$ cat src/rtl/axis_red_pitaya_adc_framer.sv
// Two-channel ADC capture framed into AXI4-Stream beats through a small output FIFO.
// Define AXIS_RED_PITAYA_ADC_FRAMER_OVF_CNT_EN to build the dropped-sample counter.
module axis_red_pitaya_adc_framer #(
    parameter int unsigned ADC_DATA_WIDTH = 14,
    parameter int unsigned CNT_WIDTH      = 16,
    parameter int unsigned FIFO_DEPTH     = 4
) (
    input  logic                      aclk,
    input  logic                      aresetn,
    input  logic [ADC_DATA_WIDTH-1:0] adc_dat_0,
    input  logic [ADC_DATA_WIDTH-1:0] adc_dat_1,
    input  logic                      arm,
    input  logic                      trigger,
    input  logic [CNT_WIDTH-1:0]      frame_len,
    input  logic                      clr_ovf,
    output logic [31:0]               m_axis_tdata,
    output logic                      m_axis_tvalid,
    input  logic                      m_axis_tready,
    output logic                      m_axis_tlast,
    output logic                      busy,
    output logic                      overflow,
    output logic [CNT_WIDTH-1:0]      ovf_cnt
);

    localparam int unsigned AW = $clog2(FIFO_DEPTH);
    localparam int unsigned PW = AW + 1;
    localparam int unsigned EW = 33;
    localparam logic [31:0] MARKER = 32'h8000_8000;

    typedef enum logic [1:0] {IDLE, ARMED, CAPTURE, FLUSH} state_e;

    state_e                    state_q, state_d;
    logic [CNT_WIDTH-1:0]      len_q, len_d;
    logic [CNT_WIDTH-1:0]      cnt_q, cnt_d;
    logic                      s1_vld_q, s1_vld_d;
    logic                      s1_last_q, s1_last_d;
    logic [ADC_DATA_WIDTH-1:0] s1_dat0_q, s1_dat1_q;
    logic                      busy_q;

    logic [PW-1:0]             wr_ptr_q, wr_ptr_d;
    logic [PW-1:0]             rd_ptr_q, rd_ptr_d;
    logic [EW-1:0]             mem_q [FIFO_DEPTH];
    logic                      full, wr_en, rd_en, drop, head_bypass, tvalid_d;
    logic [EW-1:0]             wr_entry, head_d;
    logic                      tvalid_q, tlast_q;
    logic [31:0]               tdata_q;
    logic                      overflow_q;

    // Frame sequencing runs on input cycles; valid/last flags travel with the S1 sample.
    always_ff @(posedge aclk or negedge aresetn) begin
        if (!aresetn) begin
            state_q   <= IDLE;
            len_q     <= '0;
            cnt_q     <= '0;
            s1_vld_q  <= 1'b0;
            s1_last_q <= 1'b0;
            s1_dat0_q <= '0;
            s1_dat1_q <= '0;
            busy_q    <= 1'b0;
        end else begin
            state_q   <= state_d;
            len_q     <= len_d;
            cnt_q     <= cnt_d;
            s1_vld_q  <= s1_vld_d;
            s1_last_q <= s1_last_d;
            s1_dat0_q <= adc_dat_0;
            s1_dat1_q <= adc_dat_1;
            busy_q    <= (state_d != IDLE);
        end
    end

    always_comb begin
        state_d   = state_q;
        len_d     = len_q;
        cnt_d     = cnt_q;
        s1_vld_d  = 1'b0;
        s1_last_d = 1'b0;
        unique case (state_q)
            IDLE: begin
                // A dropped closing sample lands here one cycle after capture ends.
                if (drop && s1_last_q) begin
                    state_d = FLUSH;
                end else if (arm && (frame_len != '0)) begin
                    state_d = ARMED;
                    len_d   = frame_len;
                end
            end
            ARMED: begin
                if (trigger) begin
                    s1_vld_d  = 1'b1;
                    cnt_d     = CNT_WIDTH'(1);
                    s1_last_d = (len_q == CNT_WIDTH'(1));
                    state_d   = s1_last_d ? IDLE : CAPTURE;
                end
            end
            CAPTURE: begin
                s1_vld_d = 1'b1;
                cnt_d    = cnt_q + CNT_WIDTH'(1);
                if (cnt_d == len_q) begin
                    s1_last_d = 1'b1;
                    state_d   = IDLE;
                end
            end
            FLUSH: begin
                if (!full) begin
                    state_d = IDLE;
                end
            end
            default: state_d = IDLE;
        endcase
    end

    // FIFO write/read decisions use pointer state from the start of the cycle.
    assign full = (wr_ptr_q[AW] != rd_ptr_q[AW]) &&
                  (wr_ptr_q[AW-1:0] == rd_ptr_q[AW-1:0]);
    assign rd_en = tvalid_q && m_axis_tready;

    always_comb begin
        wr_en    = 1'b0;
        drop     = 1'b0;
        wr_entry = {s1_last_q, 16'($signed(s1_dat1_q)), 16'($signed(s1_dat0_q))};
        if (state_q == FLUSH) begin
            wr_en    = !full;
            wr_entry = {1'b1, MARKER};
        end else if (s1_vld_q) begin
            wr_en = !full;
            drop  = full;
        end
    end

    assign wr_ptr_d    = wr_ptr_q + PW'(wr_en);
    assign rd_ptr_d    = rd_ptr_q + PW'(rd_en);
    assign tvalid_d    = (wr_ptr_d != rd_ptr_d);
    assign head_bypass = wr_en && (wr_ptr_q == rd_ptr_d);
    assign head_d      = head_bypass ? wr_entry : mem_q[rd_ptr_d[AW-1:0]];

    always_ff @(posedge aclk) begin
        if (wr_en) begin
            mem_q[wr_ptr_q[AW-1:0]] <= wr_entry;
        end
    end

    // Output beat is a registered copy of the next FIFO head.
    always_ff @(posedge aclk or negedge aresetn) begin
        if (!aresetn) begin
            wr_ptr_q <= '0;
            rd_ptr_q <= '0;
            tvalid_q <= 1'b0;
            tlast_q  <= 1'b0;
            tdata_q  <= '0;
        end else begin
            wr_ptr_q <= wr_ptr_d;
            rd_ptr_q <= rd_ptr_d;
            tvalid_q <= tvalid_d;
            if (tvalid_d) begin
                {tlast_q, tdata_q} <= head_d;
            end
        end
    end

    always_ff @(posedge aclk or negedge aresetn) begin
        if (!aresetn) begin
            overflow_q <= 1'b0;
        end else begin
            overflow_q <= clr_ovf ? drop : (overflow_q | drop);
        end
    end

`ifdef AXIS_RED_PITAYA_ADC_FRAMER_OVF_CNT_EN
    logic [CNT_WIDTH-1:0] ovf_cnt_q;

    // Saturating count of dropped samples; a same-cycle drop wins over clear.
    always_ff @(posedge aclk or negedge aresetn) begin
        if (!aresetn) begin
            ovf_cnt_q <= '0;
        end else if (clr_ovf) begin
            ovf_cnt_q <= CNT_WIDTH'(drop);
        end else if (drop && (ovf_cnt_q != '1)) begin
            ovf_cnt_q <= ovf_cnt_q + CNT_WIDTH'(1);
        end
    end

    assign ovf_cnt = ovf_cnt_q;
`else
    assign ovf_cnt = '0;
`endif

    assign m_axis_tdata  = tdata_q;
    assign m_axis_tvalid = tvalid_q;
    assign m_axis_tlast  = tlast_q;
    assign busy          = busy_q;
    assign overflow      = overflow_q;

endmodule

$ cat config.mk
export PLATFORM = sky130hd
export DESIGN_NAME = axis_red_pitaya_adc_framer
export DESIGN_NICKNAME = d
export VERILOG_FILES = /design/src/rtl/axis_red_pitaya_adc_framer.sv
export SDC_FILE = /design/constraint.sdc
export NUM_CORES = 1
export LEC_CHECK = 0
export BUFFER_PORTS_ARGS = -buffer_cell sky130_fd_sc_hd__buf_4
export CORE_MARGIN = 5
export CORE_UTILIZATION = 59
export CTS_BUF_LIST = sky130_fd_sc_hd__clkbuf_8 sky130_fd_sc_hd__clkbuf_16
export DETAILED_ROUTE_END_ITERATION = 10
export PLACE_DENSITY = 0.76
export RECOVER_POWER = 50
export SKIP_LAST_GASP = 1
export SLEW_MARGIN = 20
export SYNTH_ARGS = -nofsm -noshare
export SYNTH_HDL_FRONTEND = slang
export SYNTH_SLANG_ARGS = --single-unit
$ cat constraint.sdc
create_clock -name aclk -period 4.6 [get_ports aclk]
set_input_delay 0.69 -clock aclk [delete_from_list [all_inputs] [get_ports aclk]]
set_output_delay 0.69 -clock aclk [all_outputs]
set_load 0.02 [all_outputs]
# Word-level counts from Yosys, hierarchy flattened
# Memory sizes are Yosys's and may differ from the RTL's.
# Cells that the tools add are included.
# classes
magnitude_cmp	0
shifts	0
reduce_logical	12
div_mod_pow	0
add_sub_neg	3
bitwise_logic	2
mul	0
mux	23
eq_ne	10
# ops
op	count
two-way mux 33 bit	2
case mux 16 bit (2 select lines)	1
adder 16 x 1 -> 16 bit, second input constant	1
equality test 16 x 1 -> 1 bit, second input constant	1
equality test 16 bit	1
two-way mux 16 bit	1
nonzero test 16 bit	1
two-way mux 2 bit	6
two-way mux 1 bit	10
case mux 2 bit (4 select lines)	1
adder 3 x 1 -> 3 bit	2
logical AND 1 bit	5
equality test 2 bit, second input constant	2
case mux 1 bit (2 select lines)	2
nonzero test 2 bit	2
equality test 3 bit	1
inequality test 3 bit	1
AND reduction 3 bit	1
equality test 2 x 1 -> 1 bit, second input constant	1
equality test 2 bit	1
logical NOT 2 bit	1
inequality test 2 bit, second input constant	1
AND reduction 2 bit	1
logical NOT 1 bit	1
other kinds (3)	3
# word_totals
ram_bits	132
out_inout_bits	52
latch_bits	0
input_bits	50
regBits	106
mem_bits_ro	0
word_cells	65
memories	1
# memory_table
name	depth	word_bits	read_ports	rd_clocked_by_memory_dff	write_ports	line	source
mem_q	4	33	1	0	1	42	logic [EW-1:0] mem_q [FIFO_DEPTH];

# Longest topological paths before layout
# Gate-level depths: netlist of run 1.
# logic_depth
word_depth	8
depth_mapped	13
depth_no_buf	11

# Worst setup path before layout of run 1
# No wires, ideal clock.
# synth_path
path_type	register to register
start	register wr_ptr_q[0]
end	memory mem_q[2][0] (enable)
path_slack_ps	781
arrival_time_ps	3354
period_less_slack_ps	3819
path_stages_with_launch	5
setup_ps	464
t_required_ps	4136
n_path_buf	0
path_cell_list	dfrtp_1 -> xor2_1 -> nor3_1 -> or2_2 -> nor3b_1
# synth_between
elab_chain_len	7
# synth_rtl
element	line	source
start, declared	40	logic [PW-1:0] wr_ptr_q, wr_ptr_d;
start signal, assigned	152	wr_ptr_q <= wr_ptr_d;
equality test 2 bit	115	(wr_ptr_q[AW-1:0] == rd_ptr_q[AW-1:0]);
logical AND 1 bit	114	assign full = (wr_ptr_q[AW] != rd_ptr_q[AW]) &&
logical NOT 1 bit	123, 126	
two-way mux 1 bit	125	end else if (s1_vld_q) begin
two-way mux 1 bit	122	if (state_q == FLUSH) begin
two-way mux 1 bit	138	if (wr_en) begin
two-way mux 1 bit (implied by the code)	139	mem_q[wr_ptr_q[AW-1:0]] <= wr_entry;
end, declared	42	
# Several ways; a longest one is shown, not always the timed one.

# Worst setup path after layout of run 1
# layout_path
start	register state_q[0]
end	register len_q[0]
# layout_between
elab_chain_len	5
word_cells_on_any_way	6
classes_between	1 x eq/ne; 1 x mux; 1 x bitwise; 3 x reduce/logical
# layout_rtl
element	line	source
start, declared	32	state_e state_q, state_d;
start signal, assigned	61	state_q <= state_d;
equality test 2 bit	122	
two-way mux 1 bit	122	
logical AND 1 bit	81	if (drop && s1_last_q) begin
NOT 1 bit (no source line)	--	
AND reduction 3 bit (no source line) *	--	
end signal, assigned	62	len_q <= len_d;
end, declared	33	logic [CNT_WIDTH-1:0] len_q, len_d;
# Mark *: on every way between the ends. The rest lies on a longest branch, timed or not.
# A chain may end at the register's enable or synchronous reset.

==> impl_results.md, run 1 <==
- Status: finished, violations left
- Failing checks: capacitance limit, slew limit
- # port buffers: 85
- Clock Latency Late Sink: 0.51 ns
- Cts hold-fix bufs: 0
- Worst vdd ir: 0.489 mV
- Final WL: 19.4 mm
- Post-CTS Repair Setup Buffers: 0
- Final nets: 799
- DR vias: 5,608
- Post-synth EDFFs: 124
- Share of the synthesized area in the top cell type: 38.7%
- Die H: 138 um
- Most common cell in the netlist: edfxtp_1
- Post-synth top area cell: edfxtp_1
- Number of CTS-inserted buffers: 23
- Post-CTS Resized: 0
- Final Cycle Share: 75.4%
- CP endpoint kind: flop
- GRT overflow: 0
- Synth warn: 0
- Startpoint type of the worst setup path: flop
- CTS tree: built
- Avg Vias per Cell: 5.77
- GRT Total Usage: 21.2%
- Vias in the first global route: 5,960
- Share of layout cells above drive strength 1: 25.5%
- #FFs+latches synth: 228
- Initial antenna violation count: 0
- Diode count: 0
- Rows: 46
- Worst Reg-to-Reg Cells: 5
- PD cells: 754 nW/um^2
- Endpoints failing hold: 0
- Crit Path Category: flop to flop
- Post-layout min period: 3.47 ns
- Sequential share of the synthesized area: 65.8%
- CP max FO: 34
- Synth top area cells: edfxtp_1 39%, dfrtp_1 27%, mux4_2 7.3%
- Final Setup Violations: 0
- H-tree depth: 1
- RSZ-0062 raised after global routing: no
- LEAKAGE: 4.25 nW
- Critical Path AT: 3.85 ns
- Fin cells: 972
- Area grow syn2layout: 16.4%
- Slew of the pin with the lowest slew margin: 2.03 ns
- Chip Width: 138 um
- HP Class: input pin to flop
- Critical Path RT: 4.99 ns
- Clock Tree Buf Depth: 3
- DRT Pass-1 Iters: 5
- Ports: 102
- List of most frequent post-synthesis cells: 124 x edfxtp_1, 104 x dfrtp_1, 50 x nor2_1
- Fin. max-slew vios: 142
- Worst setup path endpoint: len_q[0]$_DFFE_PN0P_
- Critical path cell sequence: ha_1, clkbuf_1, nand4b_1, and3_1, mux2_2
- Post-synthesis cell type count: 53
- Post-Syn Area: 9620 sq um
- GP Congestion: 0.868
- HPWL Detailed: 12.5 mm
- Synth Instances: 657
- Setup tns final: 0 ns
- Clock sink count: 228
- CTS root buf: clkbuf_16
- R2r setup slk: 1.13 ns
- Die Area: 19,000 sq um
- Reg2reg end: len_q[0]$_DFFE_PN0P_
- Max-cap viol count: 3
- Post-synth ARST share: 45.6%
- Clk slew on worst S/H paths: 0.06 ns
- R2R Path Start: state_q[0]$_DFF_PN0_
- Largest net degree at the start of global routing: 80
- Clk_skew: 0.0109 ns
- Drt drc: 0
- Area of the core: 15,900 sq um
- Initial DRC Count: 432
- Most used flip-flop cell after synthesis: edfxtp_1
- DR WL/cell: 20.0 um
- Worst path slowest cell: clkbuf_1
- Max_slew headroom: -35.4%
- First-pass GRT wire length: 31.1 mm
- Worst hold path stage count: 1
- Effective utilization at floorplan: 60.3%
- Core Util, Final: 70.2%
- Worst path max stage delay: 1.32 ns
- Post-Place Cells: 930
- Max Fclk: 288 MHz
- Mean Syn Cell Area: 14.6 sq um
- ANT nets after route: 0
- Worst Setup SP: state_q[0]$_DFF_PN0_
kinds of logic after synthesis:
| logic type | Yosys count | synth area share, % |
|---|---|---|
| fa+ha+maj | 10 | 1.30 |
| flops | 228 | 65.8 |
| other cells | 1 | 0.0390 |
| compound gates | 84 | 4.94 |
| simple gates | 159 | 8.91 |
| mux | 81 | 12.7 |
| xor+xnor | 34 | 3.24 |
| buf+inv | 60 | 3.15 |
through the flow:
step | hold slack [ns] | total power [mW] | worst slack, ns | cell area [sq um]
5_1_grt | 0.284 | 8.93 | 0.869 | 11200
6_report | 0.306 | 8.44 | 1.13 | 11200
3_3_place_gp | 0.511 | 6.39 | 1.09 | 10400
2_1_floorplan | 0.394 | 5.57 | 0.781 | 9680
3_5_place_dp | 0.524 | 6.59 | 1.01 | 10400
4_1_cts | 0.268 | 8.53 | 0.919 | 11200
cells in the final DEF (no fill, tap or decap), types with 14 or more instances in the layout:
cell	synthesis	layout
buf_4	18	61
mux4_2	31	31
clkbuf_4	0	28
a21oi_1	37	37
mux2i_1	34	33
o21ai_0	28	28
edfxtp_1	124	124
mux2_2	16	16
dfrtp_1	104	104
xnor2_1	19	19
nand2_1	22	22
clkbuf_16	0	23
conb_1	1	16
nor2b_1	29	29
nor2_1	50	49
xor2_1	14	14
how the worst min path moves through the flow:
| stage | slack [ns] | to | from |
|---|---|---|---|
| floorplan | 0.39 | busy$_DFF_PN0_ | aresetn |
| global placement | 0.51 | m_axis_tdata[16]$_DFFE_PN0P_ | m_axis_tdata[16]$_DFFE_PN0P_ |
| detailed placement | 0.52 | m_axis_tdata[4]$_DFFE_PN0P_ | m_axis_tdata[4]$_DFFE_PN0P_ |
| CTS | 0.27 | s1_dat1_q[13]$_DFF_PN0_ | adc_dat_1[13] |
| global route | 0.28 | s1_dat0_q[0]$_DFF_PN0_ | adc_dat_0[0] |
| finish | 0.31 | s1_dat1_q[13]$_DFF_PN0_ | adc_dat_1[13] |
metal layers:
layer,GRT usage [%],up-vias,routed length (um)
met5,0,-,0
met4,5.71,0,367
met3,3.43,33,1060
met2,37.0,166,9890
met1,28.0,2857,8080
li1,-,2552,-
layout make-up:
| cell class | count | area [sq um] |
|---|---|---|
| inverter | 9 | 33.8 |
| sequential | 228 | 6330 |
| timing repair buffer | 93 | 701 |
| multi-input combinational | 384 | 3080 |
| tap | 216 | 270 |
| fill | 1100 | 4740 |
| clock inverter | 19 | 208 |
| clock buffer | 23 | 576 |
worst max-delay path: cells and delay by family (launching register included):
kind                       cells  cell delay, ns
adders and majority gates      1            0.19
buffers and inverters          1            1.32
DFF                            1            0.42
muxes                          1            0.41
and+or+nand+nor                2            0.99
sequential cells by signal, indices dropped and copies added, names as in the netlist:
name	cells
m_axis_tdata	30
m_axis_tvalid	1
s1_vld_q	1
m_axis_tlast	1
mem_q	124
wr_ptr_q	3
overflow	1
busy	1
s1_last_q	1
cnt_q	16
s1_dat1_q	14
s1_dat0_q	14
rd_ptr_q	3
len_q	16
state_q	2
power by group:
group          total [mW]  switching (mW)  leakage (nW)  internal, mW
Combinational        3.34            1.92          1.49          1.41
Sequential           3.20           0.328          2.38          2.87
Clock                1.91           0.764         0.381          1.14
Total                8.44            3.01          4.25          5.43
Note: power is estimated with default switching activity, not from simulation.
==> run 2: changes to the inputs <==
--- a/config.mk
+++ b/config.mk
@@ -7,10 +7,10 @@
 export LEC_CHECK = 0
 export BUFFER_PORTS_ARGS = -buffer_cell sky130_fd_sc_hd__buf_4
 export CORE_MARGIN = 5
-export CORE_UTILIZATION = 59
+export CORE_UTILIZATION = 53
 export CTS_BUF_LIST = sky130_fd_sc_hd__clkbuf_8 sky130_fd_sc_hd__clkbuf_16
 export DETAILED_ROUTE_END_ITERATION = 10
-export PLACE_DENSITY = 0.76
+export PLACE_DENSITY = 0.72
 export RECOVER_POWER = 50
 export SKIP_LAST_GASP = 1
 export SLEW_MARGIN = 20
==> constraint.sdc (replaced) <==
create_clock -name aclk -period 3.1 [get_ports aclk]
set_input_delay 0.465 -clock aclk [delete_from_list [all_inputs] [get_ports aclk]]
set_output_delay 0.465 -clock aclk [all_outputs]
set_load 0.02 [all_outputs]
==> impl_results.md, run 2 (synthesis gave the netlist of run 1 again) <==
- Status: finished, final reports clean
- Worst path max stage delay: 0.49 ns
- Die H: 145 um
- Share of layout cells above drive strength 1: 21.9%
- Max_slew headroom: 10.2%
- Initial antenna violation count: 0
- PD cells: 1100 nW/um^2
- Post-Place Cells: 956
- CP max FO: 42
- Cts hold-fix bufs: 0
- Multi-input gate area: 3100 sq um
- Final Cycle Share: 94.3%
- GRT overflow: 0
- HPWL Detailed: 12.6 mm
- Area grow syn2layout: 16.4%
- Clock sink count: 228
- Diode count: 0
- Vias in the first global route: 5,984
- Most frequent cells in the layout: 124 x edfxtp_1, 104 x dfrtp_1, 49 x nor2_1
- # fillers: 1,357
- DR vias: 5,623
- Final WL: 19.4 mm
- CP endpoint kind: flop
- Critical Path AT: 3.29 ns
- # port buffers: 85
- Worst vdd ir: 0.833 mV
- Max reg flops: 124
- H-tree depth: 1
- GRT Total Usage: 18.9%
- Die Area: 20,900 sq um
- Area of the core: 17,900 sq um
- Final worst slack: 0.178 ns
- CTS root buf: clkbuf_16
- DR WL/cell: 19.4 um
- Final Setup Violations: 0
- HP Class: input pin to flop
- Largest net degree at the start of global routing: 50
- Initial DRC Count: 298
- Worst slack at placement: 0.0953 ns
- CTS tree: built
- LEAKAGE: 4.21 nW
- Endpoints failing hold: 0
- R2r setup slk: 0.18 ns
- Chip Width: 145 um
- Critical path cell sequence: xor2_1, nor3_2, or2_4, inv_1, ha_1, ha_1, xor2_1, xnor2_1, or3_2, buf_4, nor2_1, a21oi_1
- Final nets: 813
- Ports: 102
- Avg Vias per Cell: 5.62
- GP Congestion: 0.889
- Commonest non-fill, non-tap cell in the layout: edfxtp_1
- Effective utilization at floorplan: 53.7%
- Max Fclk: 342 MHz
- Startpoint type of the worst setup path: flop
- Clock Latency Late Sink: 0.51 ns
- Clock Tree Buf Depth: 3
- Post-CTS Resized: 0
- ANT nets after route: 0
- Clk_skew: 0.00750 ns
- Fin. max-slew vios: 0
- Critical Path RT: 3.47 ns
- Post-CTS Repair Setup Buffers: 0
- Fin cells: 1,000
- Worst path slowest cell: or3_2
- DRT Pass-1 Iters: 4
- Max-cap viol count: 0
- Slew of the pin with the lowest slew margin: 1.35 ns
- Clk slew on worst S/H paths: 0.06 ns
- Rows: 49
- Drt drc: 0
- Post-layout min period: 2.92 ns
- Pwr Total: 12.3 mW
- Crit Path Category: flop to flop
- Number of CTS-inserted buffers: 24
- First-pass GRT wire length: 31.0 mm
- Register area: 6330 sq um
==> run 2: changes by cell type in the layout (fill, tap and decap cells not counted), moves of 2 or more <==
cell,before,now
clkinvlp_4,5,2
bufinv_16,4,1
clkbuf_1,2,35
clkinv_1,1,7
buf_12,1,3
clkbuf_16,23,25
buf_4,61,40
==> run 2: routing by layer <==
| metal | GRT usage [%] | vias to the layer above | wire [um] |
|---|---|---|---|
| met5 | 0 | - | 0 |
| met2 | 33.3 | 158 | 9990 |
| li1 | - | 2583 | - |
| met1 | 24.8 | 2849 | 7840 |
| met3 | 2.79 | 33 | 1070 |
| met4 | 5.40 | 0 | 452 |
==> run 2: worst max-delay path, delay by kind of cell, from the launching register on <==
family | cells | cell delay, ns
adders and majority gates | 2 | 0.39
xor gates and xnor gates | 3 | 0.46
AOI/OAI and AO/OA | 1 | 0.06
and+or+nand+nor | 4 | 1.10
DFF | 1 | 0.40
buffers and inverters | 2 | 0.36
==> run 2: final cells by class <==
type	instances	area share [%]
Inverter	9	0.302
Sequential cell	228	56.5
Multi-Input combinational cell	384	27.7
Clock inverter	18	1.01
Clock buffer	26	5.71
Timing Repair Buffer	106	6.25
Tap cell	229	2.56
==> run 2: worst paths after layout <==
| check | start | end | cells after the start |
|---|---|---|---|
| max in group asynchronous | aresetn | s1_last_q$_DFF_PN0_ | 2 |
| max | rd_ptr_q[0]$_DFF_PN0_ | m_axis_tdata[2]$_DFFE_PN0P_ | 12 |
| min | adc_dat_1[1] | s1_dat1_q[1]$_DFF_PN0_ | 1 |
| max reg2reg | rd_ptr_q[0]$_DFF_PN0_ | m_axis_tdata[2]$_DFFE_PN0P_ | 12 |
| min reg2reg | m_axis_tdata[24]$_DFFE_PN0P_ | m_axis_tdata[24]$_DFFE_PN0P_ | 2 |
| min in group asynchronous | aresetn | len_q[2]$_DFFE_PN0P_ | 1 |
==> run 2: through the flow <==
step	TNS [ns]	hold slack (ns)	utilization (%)	instance area [sq um]
floorplan	0	0.169	-	9690
global placement	0	0.512	59.1	10600
detailed placement	0	0.519	59.1	10600
CTS	0	0.0129	63.3	11300
global route	-0.00817	0.0658	62.5	11200
finish	0	0.0813	62.5	11200
==> run 2: report_power, final <==
part           switching, mW  internal [mW]  total, mW
logic                   2.85           2.07       4.92
registers              0.444           4.25       4.70
clock network           1.13           1.57       2.70
==> run 3: changes to the inputs <==
--- a/config.mk
+++ b/config.mk
@@ -6,10 +6,10 @@
 export NUM_CORES = 1
 export LEC_CHECK = 0
 export BUFFER_PORTS_ARGS = -buffer_cell sky130_fd_sc_hd__buf_4
-export CORE_MARGIN = 5
 export CORE_UTILIZATION = 53
 export CTS_BUF_LIST = sky130_fd_sc_hd__clkbuf_8 sky130_fd_sc_hd__clkbuf_16
 export DETAILED_ROUTE_END_ITERATION = 10
+export HOLD_SLACK_MARGIN = 0.15
 export PLACE_DENSITY = 0.72
 export RECOVER_POWER = 50
 export SKIP_LAST_GASP = 1
==> impl_results.md, run 3 (synthesis gave the netlist of run 1 again) <==
- Status: finished, final reports clean
- DRT Pass-1 Iters: 4
- Final Cycle Share: 92.9%
- Rows: 48
- HPWL Detailed: 12.1 mm
- GP Congestion: 0.850
- Combinational share of power: 39.7%
- CP endpoint kind: flop
- Die Area: 18,700 sq um
- Worst Setup SP: wr_ptr_q[2]$_DFF_PN0_
- Critical Path RT: 3.47 ns
- Fin. max-slew vios: 0
- Startpoint type of the worst setup path: flop
- Setup tns final: 0 ns
- First-pass GRT wire length: 30.8 mm
- Switch Pwr: 4.50 mW
- Area grow syn2layout: 20.0%
- Crit Path Category: flop to flop
- Clock sink count: 228
- Share of layout cells above drive strength 1: 21.5%
- Fin cells: 1,026
- GR peak layer: met2
- Clock Tree Buf Depth: 3
- R2r setup slk: 0.22 ns
- Initial antenna violation count: 0
- Clk_skew: 0.00905 ns
- GRT overflow: 0
- Internal Dissipation: 8.11 mW
- M1 GR Usage: 28.8%
- Part of the power in registers: 37.3%
- Sw frac: 35.7%
- Max-cap viol count: 0
- CTS tree: built
- GRT Total Usage: 21.7%
- Die H: 137 um
- Worst Reg-to-Reg Cells: 12
- PD cells: 1090 nW/um^2
- Ports: 102
- Effective utilization at floorplan: 54.9%
- Diode count: 0
- Max reg flops: 124
- Met3 GRT Util: 3.15%
- CP max FO: 36
- Slew of the pin with the lowest slew margin: 1.29 ns
- ANT nets after route: 0
- Worst hold path stage count: 2
- # port buffers: 85
- Max Fclk: 347 MHz
- Vias in the first global route: 5,916
- DR WL/cell: 19.0 um
- Drt drc: 0
- Clock Latency Late Sink: 0.51 ns
- Number of CTS-inserted buffers: 24
- Commonest non-fill, non-tap cell in the layout: edfxtp_1
- Post-Place Cells: 952
- LEAKAGE: 4.36 nW
- H-tree depth: 1
- Final Setup Violations: 0
- Largest net degree at the start of global routing: 59
- Met2 track demand over resource: 37.8%
- Post-layout min period: 2.88 ns
- Most frequent cells in the layout: 124 x edfxtp_1, 104 x dfrtp_1, 49 x nor2_1
- Avg Vias per Cell: 5.58
- Hold wc startpoint: frame_len[7]
- Area of the core: 17,500 sq um
- Max_slew headroom: 14.3%
- Clk slew on worst S/H paths: 0.06 ns
- CTS root buf: clkbuf_16
- R2R Path Start: wr_ptr_q[2]$_DFF_PN0_
- Worst vdd ir: 0.906 mV
- HP Class: input pin to flop
- DR vias: 5,725
- Chip Width: 137 um
- Post-CTS Repair Setup Buffers: 0
- Reg2reg end: m_axis_tdata[20]$_DFFE_PN0P_
- Critical Path AT: 3.25 ns
- Clock network power share: 23.0%
- Initial DRC Count: 346
- Hold path endpoint: len_q[7]$_DFFE_PN0P_
- RSZ-0062 raised after global routing: no
- Final nets: 843
- Endpoints failing hold: 0
- Final WL: 19.5 mm
==> run 3: stage by stage <==
| step | hold WS, ns | total power, mW | util, % | instance area [sq um] | setup WS, ns |
|---|---|---|---|---|---|
| after CTS | 0.181 | 12.9 | 66.7 | 11700 | 0.145 |
| after floorplan | 0.169 | 8.27 | - | 9690 | 0.169 |
| final | 0.199 | 12.6 | 65.9 | 11500 | 0.219 |
| after detailed placement | 0.524 | 9.95 | 60.4 | 10600 | 0.181 |
| after global placement | 0.509 | 9.69 | 60.4 | 10600 | 0.305 |
| after global routing | 0.189 | 13.3 | 65.9 | 11500 | 0.0497 |
==> run 3: critical path, stage by stage (launching register included) <==
cell     delay (ns)
dfrtp_1        0.43
xnor2_1        0.16
nor3_2         0.19
or2_4          0.21
inv_1          0.08
ha_1           0.19
ha_1           0.19
xor2_1         0.22
xnor2_1        0.08
or3_2          0.49
buf_4          0.26
nor2_1         0.15
a21oi_1        0.06
==> run 3: final cells by class <==
cell class,count,area [sq um]
Clock buffer,27,653
Clock inverter,17,163
Fill cell,1293,5990
Inverter,9,33.8
Multi-Input combinational cell,384,3100
Sequential cell,228,6330
Tap cell,225,282
Timing Repair Buffer,136,992
==> run 3: repair_timing <==
item	CTS	global route
gates resized for setup	0	2
hold buffers	30	0
endpoints found under the setup margin	0	27
hold endpoints to repair	75	0
==> run 3: worst max-delay path by stage <==
stage | end | slack [ns]
finish | m_axis_tdata[20]$_DFFE_PN0P_ | 0.22
detailed placement | m_axis_tdata[11]$_DFFE_PN0P_ | 0.18
floorplan | mem_q[1][0]$_DFFE_PP_ | 0.17
global route | m_axis_tdata[14]$_DFFE_PN0P_ | 0.05
CTS | m_axis_tdata[20]$_DFFE_PN0P_ | 0.15
global placement | m_axis_tdata[10]$_DFFE_PN0P_ | 0.31
==> run 3: power by group through the flow <==
stage / Combinational (mW) / Sequential [mW] / Clock (mW)
2_1_floorplan: 3.36 / 4.91 / 0
3_3_place_gp: 4.97 / 4.71 / 0
3_5_place_dp: 5.18 / 4.76 / 0
4_1_cts: 5.26 / 4.71 / 2.96
5_1_grt: 5.49 / 4.79 / 3.06
6_report: 5.01 / 4.70 / 2.90
==> run 3: routing by layer <==
layer  part of all wire [%]  wire length [um]  vias to the layer above
met3                    3.6               693                       21
met2                     51             10000                      132
li1                       -                 -                     2640
met5                      0                 0                        -
met4                    1.5               295                        0
met1                     43              8450                     2932
